--- config.mk ---
export PLATFORM = sky130hd
export DESIGN_NAME = id_ex_stage
export DESIGN_NICKNAME = d
export VERILOG_FILES = /design/src/rtl/id_ex_stage.sv
export SDC_FILE = /design/constraint.sdc
export NUM_CORES = 1
export LEC_CHECK = 0
export BUFFER_PORTS_ARGS = -buffer_cell sky130_fd_sc_hd__clkbuf_2
export CAP_MARGIN = 20
export CORE_AREA = 2 2 139 141
export CTS_CLUSTER_SIZE = 20
export DETAILED_ROUTE_END_ITERATION = 10
export DIE_AREA = 0 0 141 143
export GPL_ROUTABILITY_DRIVEN = 0
export PLACE_DENSITY = 0.71
export SETUP_SLACK_MARGIN = 0.05
export SYNTH_ARGS = -nofsm -noshare
export SYNTH_HDL_FRONTEND = slang
export SYNTH_SLANG_ARGS = --single-unit
--- constraint.sdc ---
create_clock -name i_CLK -period 1.8 [get_ports i_CLK]
set_clock_uncertainty 0.05 [all_clocks]
set_input_delay 0.18 -clock i_CLK [delete_from_list [all_inputs] [get_ports i_CLK]]
set_output_delay 0.18 -clock i_CLK [all_outputs]
set_load 0.01 [all_outputs]
--- src/rtl/id_ex_stage.sv ---
// ID/EX pipeline register with WB-to-ID operand bypass, load-use stall
// detection, flush handling and a saturating stall counter.
module id_ex_stage #(
  parameter int DATA_W = 32,
  parameter int CTRL_W = 10
) (
  input  logic              i_CLK,
  input  logic              i_RSTn,
  input  logic              i_Valid,
  input  logic [31:0]       i_Instr,
  input  logic [DATA_W-1:0] i_PC_Plus4,
  input  logic [CTRL_W-1:0] i_Ctrl,
  input  logic [DATA_W-1:0] i_Read_Reg_Data1,
  input  logic [DATA_W-1:0] i_Read_Reg_Data2,
  input  logic              i_WB_RegWrite,
  input  logic [4:0]        i_WB_Write_Reg_Addr,
  input  logic [DATA_W-1:0] i_WB_Write_Reg_Data,
  input  logic              i_Flush,
  output logic              o_Stall,
  output logic              o_EX_Valid,
  output logic [CTRL_W-1:0] o_EX_Ctrl,
  output logic [DATA_W-1:0] o_EX_PC_Plus4,
  output logic [DATA_W-1:0] o_EX_Read_Data1,
  output logic [DATA_W-1:0] o_EX_Read_Data2,
  output logic [DATA_W-1:0] o_EX_Imm,
  output logic [4:0]        o_EX_Rs,
  output logic [4:0]        o_EX_Rt,
  output logic [4:0]        o_EX_Rd,
  output logic [4:0]        o_EX_Shamt,
  output logic [15:0]       o_Stall_Cnt
);

  localparam int MEMRD = 8;

  typedef enum logic {RUN, BUBBLE} state_t;

  typedef struct packed {
    logic              vld;
    logic [CTRL_W-1:0] ctrl;
    logic [DATA_W-1:0] pc;
    logic [DATA_W-1:0] d1;
    logic [DATA_W-1:0] d2;
    logic [DATA_W-1:0] imm;
    logic [4:0]        rs;
    logic [4:0]        rt;
    logic [4:0]        rd;
    logic [4:0]        sh;
  } ex_t;

  state_t      state, state_nxt;
  ex_t         ex_q, ex_d;
  logic [4:0]  rs, rt;
  logic [DATA_W-1:0] op1, op2;
  logic        hazard, stall;
  logic [15:0] stall_cnt;

  assign rs = i_Instr[25:21];
  assign rt = i_Instr[20:16];

  // r0 reads as zero; a nonzero match against WB forwards the in-flight write
  always_comb begin
    op1 = i_Read_Reg_Data1;
    op2 = i_Read_Reg_Data2;
    if (rs == 5'd0) op1 = '0;
    else if (i_WB_RegWrite && i_WB_Write_Reg_Addr == rs) op1 = i_WB_Write_Reg_Data;
    if (rt == 5'd0) op2 = '0;
    else if (i_WB_RegWrite && i_WB_Write_Reg_Addr == rt) op2 = i_WB_Write_Reg_Data;
  end

  assign hazard = ex_q.vld && ex_q.ctrl[MEMRD] && (ex_q.rt != 5'd0) && i_Valid &&
                  ((ex_q.rt == rs) || (ex_q.rt == rt));
  assign stall  = hazard && !i_Flush;
  assign o_Stall = stall;

  always_comb begin
    ex_d = '0;
    if (i_Valid && !i_Flush && !stall) begin
      ex_d.vld  = 1'b1;
      ex_d.ctrl = i_Ctrl;
      ex_d.pc   = i_PC_Plus4;
      ex_d.d1   = op1;
      ex_d.d2   = op2;
      ex_d.imm  = {{(DATA_W-16){i_Instr[15]}}, i_Instr[15:0]};
      ex_d.rs   = rs;
      ex_d.rt   = rt;
      ex_d.rd   = i_Instr[15:11];
      ex_d.sh   = i_Instr[10:6];
    end
  end

  always_comb begin
    state_nxt = state;
    case (state)
      RUN:     if (stall) state_nxt = BUBBLE;
      BUBBLE:  state_nxt = RUN;
      default: state_nxt = RUN;
    endcase
    if (i_Flush) state_nxt = RUN;
  end

  always_ff @(posedge i_CLK) begin
    if (!i_RSTn) begin
      state     <= RUN;
      ex_q      <= '0;
      stall_cnt <= '0;
    end else begin
      state <= state_nxt;
      ex_q  <= ex_d;
      if (stall && stall_cnt != 16'hFFFF) stall_cnt <= stall_cnt + 16'd1;
    end
  end

  // The bubble loaded on a stall clears the hazard, so BUBBLE never stalls
  a_no_double_stall: assert property (@(posedge i_CLK) disable iff (!i_RSTn)
    !(state == BUBBLE && o_Stall));

  assign o_EX_Valid      = ex_q.vld;
  assign o_EX_Ctrl       = ex_q.ctrl;
  assign o_EX_PC_Plus4   = ex_q.pc;
  assign o_EX_Read_Data1 = ex_q.d1;
  assign o_EX_Read_Data2 = ex_q.d2;
  assign o_EX_Imm        = ex_q.imm;
  assign o_EX_Rs         = ex_q.rs;
  assign o_EX_Rt         = ex_q.rt;
  assign o_EX_Rd         = ex_q.rd;
  assign o_EX_Shamt      = ex_q.sh;
  assign o_Stall_Cnt     = stall_cnt;

endmodule

==> results of run 1 <==
placed cells by master, fill, tap and decap left out, types with 9 or more instances in the layout:
cell / Yosys / routed
a21oi_1: 15 / 10
and2_4: 0 / 65
buf_12: 0 / 12
buf_4: 27 / 31
clkbuf_16: 0 / 25
clkbuf_2: 1 / 348
dfxtp_1: 149 / 141
dlygate4sd3_1: 0 / 161
mux2i_1: 66 / 66
nand2_1: 9 / 9
nor2_1: 69 / 66
xor2_1: 18 / 15
registers in the layout, indices dropped and copies added (netlist names):
name / cells
o_EX_Rt: 5
o_EX_PC_Plus4: 32
o_EX_Read_Data2: 32
o_EX_Valid: 1
o_EX_Rs: 5
o_Stall_Cnt: 16
o_EX_Imm: 16
o_EX_Ctrl: 10
o_EX_Read_Data1: 32
metrics by stage:
stage	utilization (%)	TNS (ps)	worst slack (ps)	hold WS [ps]	total power (µW)
after floorplan	-	0	62.1	252	3740
after global placement	40.3	-2.55	-2.55	328	4100
after detailed placement	40.3	0	0.892	331	4110
after CTS	53.0	-1340	-130	5.51	7830
after global routing	56.6	-13150	-184	9.30	8210
final	56.6	-3690	-91.3	29.3	7890
repair_timing:
item / in CTS / in global routing
endpoints found under the hold margin: 122 / 0
resized for setup: 18 / 112
gates cloned: 2 / 11
pin swaps: 27 / 72
hold buffers: 161 / 0
buffers inserted: 7 / 9
endpoints found under the setup margin: 72 / 150
worst max path at each step:
stage,endpoint,startpoint,cells after the start,slack [ps]
after floorplan,o_Stall_Cnt[11],o_Stall_Cnt[2],5,60
after global placement,o_EX_Read_Data1[16],i_Instr[23],7,-3
after detailed placement,o_EX_Read_Data1[16],i_Instr[23],7,0.9
after CTS,o_Stall,o_EX_Rt[3],6,-130
after global routing,o_EX_Rt[1],o_EX_Rt[3],8,-180
final,o_EX_Rt[1],o_EX_Rt[3],8,-90
power groups by stage:
| stage | sequential (µW) | clock (µW) | combinational, µW |
|---|---|---|---|
| 6_report | 3410 | 3390 | 1100 |
| 5_1_grt | 3410 | 3630 | 1170 |
| 4_1_cts | 3400 | 3480 | 944 |
| 3_5_place_dp | 3480 | 0 | 631 |
| 3_3_place_gp | 3480 | 0 | 622 |
| 2_1_floorplan | 3520 | 0 | 223 |
kinds of logic (layout without fill, tap and decap cells):
group	Yosys count	in the layout	synth area share, %
AO/OA/AOI/OAI	39	39	4.80
flip-flops	149	149	54.8
XOR/XNOR	20	20	3.22
buffers and inverters	55	605	6.23
AND/OR/NAND/NOR	189	189	18.6
other	0	1	0
adder cells (fa/ha/maj)	1	1	0.230
multiplexers	66	66	12.1
area by class of cell:
type | count | share of cell area [%]
clock inverter | 15 | 1.30
multi-input combinational | 315 | 23.5
tap | 234 | 2.78
clock buffer | 17 | 4.05
inverter | 2 | 0.0714
sequential | 149 | 28.6
antenna | 1 | 0.0238
timing repair buffer | 571 | 39.7
metal layers:
metal  vias to the layer above  global-route usage, %  share of wire [%]
met5                         -                      0              0.077
met4                         2                   7.84                2.5
met3                        39                   8.12                8.6
met2                       281                   33.9                 50
met1                      2724                   20.3                 38
li1                       2799                      -                  -
worst max-delay path, cell delays in order (launching register included):
cell and delay [ps]:
dfxtp_4 370, xor2_2 150, nor3_2 180, a22oi_2 140
buf_4 170, o21ba_4 260, buf_12 160, clkbuf_16 160
and2_4 140
==> results.yml, run 1 <==
hold_path:
  whs_endpoint: "o_EX_Rt[2]"
  min_from: "i_Instr[18]"
  hold_path_depth: 2
  hold_class: "input port to flip-flop"
pwr:
  p_clk_share_pct: 42.9
  p_comb_share_pct: 13.9
  peakVddDrop_mv: 0.633
  net-switching-power_uw: 2030
  switching_share_pct: 25.7
  pwr-share-seq_pct: 43.2
  intPower_uw: 5860
  power_density_mw_per_mm2: 750
  leakagePower_uw: 0.00491
global_routing:
  grt_max_degree: 48
  grt_antenna_before_repair: 2
  track_usage_pct: 19.2
  first_global_vias: 5844
  grt_pass1_wl_um: 30000
  grt_overflow: 0
route:
  routedWlPerCell_um: 16.9
  dr.pass1.iters: 7
  drc: 0
  wirelength_um: 22100
  drtIter0Drc: 166
  postRouteAntennaNets: 0
  via_per_inst: 4.48
  vias: 5845
placed_design:
  hpwl_um: 12600
  placed_area_mm2: 0.00749
  dp.cells: 1081
  port_buffers: 349
die:
  rows: 50
  die_h_um: 143
  core_area_mm2: 0.0186
  die_w_um: 141
  dieArea_mm2: 0.0202
  start_util_pct: 29.3
  pin_count: 356
synthesis:
  yosysMostFrequentCell: "dfxtp_1"
  synthArstFlopShare_pct: 0
  synth.area.top_cells: "dfxtp_1, mux2i_1, and2_1"
  ys_warn_count: 0
  synth_area_leader_cell: "dfxtp_1"
  synth-seq-area-share_pct: 54.8
  synth_flop_cell: "dfxtp_1"
  syn_nets: 700
  yosys-top-cells-count: "dfxtp_1, and2_1, nor2_1"
  synth_edf_count: 0
  syn_inst: 519
  ys_ff_latch: 149
  synth_area_mm2: 0.00545
  postSynthAreaPerCell_um2: 10.5
  yosysUniqueCellTypes: 38
  synth_top_area_share_pct: 54.8
final_layout:
  drive_above_1_share_pct: 51.5
  syn_to_final_growth_pct: 93.0
  multi_input_area_mm2: 0.00247
  design_area_mm2: 0.0105
  seqCellArea_mm2: 0.00300
  fin_cells: 1304
  layout.nets: 1237
  fill_cells: 1492
clock_network:
  clkSinkCount: 149
  ctsLongestPathBuffers: 2
  cts_htree_levels: 4
  root_buffer: "clkbuf_16"
  clk_latency_ps: 420
  cts_tree: "yes"
  clk_pin_slew_ps: 60
  numCtsBuffers: 17
sta:
  slew_violations: 0
  fmax_mhz: 529
  hold_violations: 0
  fin_crit_ps: 1890
  tightest_slew_ps: 520
  rsz0062_at_grt: "true"
  post-route-period-util_pct: 105
  maxSlewHeadroom_pct: 65.3
  finalSetupViolations: 76
  setup_slack_ps: -91.3
worst_setup_path:
  critPathKind: "flip-flop to flip-flop"
  end_kind: "flip-flop"
  crit_fanout: 7
  required_ps: 2060
  r2r_setup_slack_ps: -90
  r2r-end: "o_EX_Rt[1]"
  rr_startpoint: "o_EX_Rt[3]"
  crit_arrival_ps: 2150
  critical_path.startpoint_type: "flip-flop"
  reg2reg_depth: 8
run_status:
  run_status: "finished, violations left"
  violations: "negative setup slack"
job:
  cap_violations: 0
Power figures use the tool's default switching activity.
==> run 2: changes to the inputs <==
--- a/config.mk
+++ b/config.mk
@@ -7,12 +7,14 @@
 export LEC_CHECK = 0
 export BUFFER_PORTS_ARGS = -buffer_cell sky130_fd_sc_hd__clkbuf_2
 export CAP_MARGIN = 20
-export CORE_AREA = 2 2 139 141
+export CELL_PAD_IN_SITES_DETAIL_PLACEMENT = 0
+export CELL_PAD_IN_SITES_GLOBAL_PLACEMENT = 1
+export CORE_MARGIN = 2
+export CORE_UTILIZATION = 30
 export CTS_CLUSTER_SIZE = 20
 export DETAILED_ROUTE_END_ITERATION = 10
-export DIE_AREA = 0 0 141 143
 export GPL_ROUTABILITY_DRIVEN = 0
-export PLACE_DENSITY = 0.71
+export PLACE_DENSITY = 0.92
 export SETUP_SLACK_MARGIN = 0.05
 export SYNTH_ARGS = -nofsm -noshare
 export SYNTH_HDL_FRONTEND = slang
==> results.yml, run 2 (synthesis gave the netlist of run 1 again) <==
run_status:
  run_status: "finished, violations left"
  violations: "negative setup slack"
placed_design:
  dp.cells: 1086
  port_buffers: 349
  hpwl_um: 12500
clock_network:
  numCtsBuffers: 17
  cts_htree_levels: 4
  ctsLongestPathBuffers: 2
  clk_pin_slew_ps: 70
  clkSinkCount: 149
  cts_tree: "yes"
  root_buffer: "clkbuf_16"
  clk_latency_ps: 430
die:
  pin_count: 356
  dieArea_mm2: 0.0192
  die_h_um: 139
  rows: 49
  core_area_mm2: 0.0179
  die_w_um: 139
  start_util_pct: 30.4
pwr:
  pwr-share-seq_pct: 43.8
  p_clk_share_pct: 43.7
  peakVddDrop_mv: 0.601
  net-switching-power_uw: 2010
  switching_share_pct: 25.8
  p_comb_share_pct: 12.6
  intPower_uw: 5780
  leakagePower_uw: 0.00469
  power_density_mw_per_mm2: 775
final_layout:
  final_common_cell: "clkbuf_2"
  fill_cells: 1448
  fin_cells: 1291
  syn_to_final_growth_pct: 84.3
  multi_input_area_mm2: 0.00226
  drive_above_1_share_pct: 44.8
  mostFrequentLayoutCells: "clkbuf_2, dlygate4sd3_1, dfxtp_1, and2_1, nor2_1"
  final_core_util_pct: 56.1
  seqCellArea_mm2: 0.00300
  diodes: 0
  layout.nets: 1230
sta:
  hold_ws_ps: 4.38
  hold_violations: 0
  rsz0062_at_grt: "true"
  maxSlewHeadroom_pct: 63.6
  slew_violations: 0
  finalSetupViolations: 12
  fin_crit_ps: 1890
  tightest_slew_ps: 546
  tns_ps: -724
  setup_slack_ps: -86.1
  fmax_mhz: 530
  post-route-period-util_pct: 105
global_routing:
  first_global_vias: 6288
  grt_max_degree: 45
  grt_pass1_wl_um: 32300
  grt_overflow: 0
  grt_antenna_before_repair: 1
  track_usage_pct: 21.2
worst_setup_path:
  crit_arrival_ps: 2190
  reg2reg_depth: 7
  crit_fanout: 6
  end_kind: "flip-flop"
  critical_path.startpoint_type: "flip-flop"
  required_ps: 2100
  critPathKind: "flip-flop to flip-flop"
route:
  wirelength_um: 20700
  drtIter0Drc: 203
  routedWlPerCell_um: 16.0
  via_per_inst: 4.50
  postRouteAntennaNets: 0
  vias: 5804
  drc: 0
  dr.pass1.iters: 4
hold_path:
  hold_class: "input port to flip-flop"
  hold_path_depth: 3
job:
  cap_violations: 0
==> run 2: cell count changes in the layout (fill, tap and decap cells not counted), sizes merged <==
cell / previous run / this run
clkbuf: 373 / 366
buf: 54 / 56
dlygate4sd3: 161 / 159
diode: 1 / 0
==> run 2: through the flow <==
step	power, µW	setup slack (ps)	area, µm²
6_report	7780	-86.1	10000
5_1_grt	8100	-149	10000
4_1_cts	7830	-104	9910
3_5_place_dp	4110	-93.2	7570
3_3_place_gp	4100	-14.0	7570
2_1_floorplan	3740	62.1	5450
==> run 2: path summary, 6_finish.rpt <==
path	from	endpoint	slack (ps)
setup / recovery	o_EX_Rt[1]	o_Stall_Cnt[9]	-90
hold / removal	i_WB_Write_Reg_Data[12]	o_EX_Read_Data2[12]	4
setup reg to reg	o_EX_Rt[1]	o_Stall_Cnt[9]	-90
hold reg to reg	o_Stall_Cnt[14]	o_Stall_Cnt[14]	460
==> run 2: area by class of cell <==
class	count	area share (%)
Timing Repair Buffer	564	39.1
Sequential cell	149	29.9
Multi-Input combinational cell	315	22.5
Clock buffer	17	4.24
Tap cell	229	2.85
Clock inverter	15	1.36
Inverter	2	0.0748
==> run 2: repair_timing <==
action,CTS,global route
endpoints found under the setup margin,97,144
gates resized for setup,23,24
hold buffers,160,0
cloned,1,0
hold endpoints to repair,126,0
pin swaps,23,11
buffers inserted,7,6
==> run 2: critical path, cell delays in order, from the launching register on <==
cell and delay, ps:
dfxtp_4 370, xor2_1 150, nor3_2 200, a22oi_2 110
buf_12 150, buf_8 120, or4_1 520, a21oi_1 140
==> run 2: power by group through the flow <==
stage	Combinational, µW	Clock, µW	Sequential (µW)
global route	1050	3630	3410
floorplan	223	0	3520
global placement	622	0	3480
detailed placement	629	0	3480
CTS	937	3480	3410
finish	977	3400	3410
==> run 2: metal layers <==
layer | part of all wire (%) | global-route usage, % | vias to the layer above
met5 | 0.053 | 0 | -
met4 | 3.5 | 9.57 | 2
met3 | 8.1 | 7.42 | 60
met2 | 52 | 38.6 | 290
met1 | 37 | 21.8 | 2664
li1 | - | - | 2788
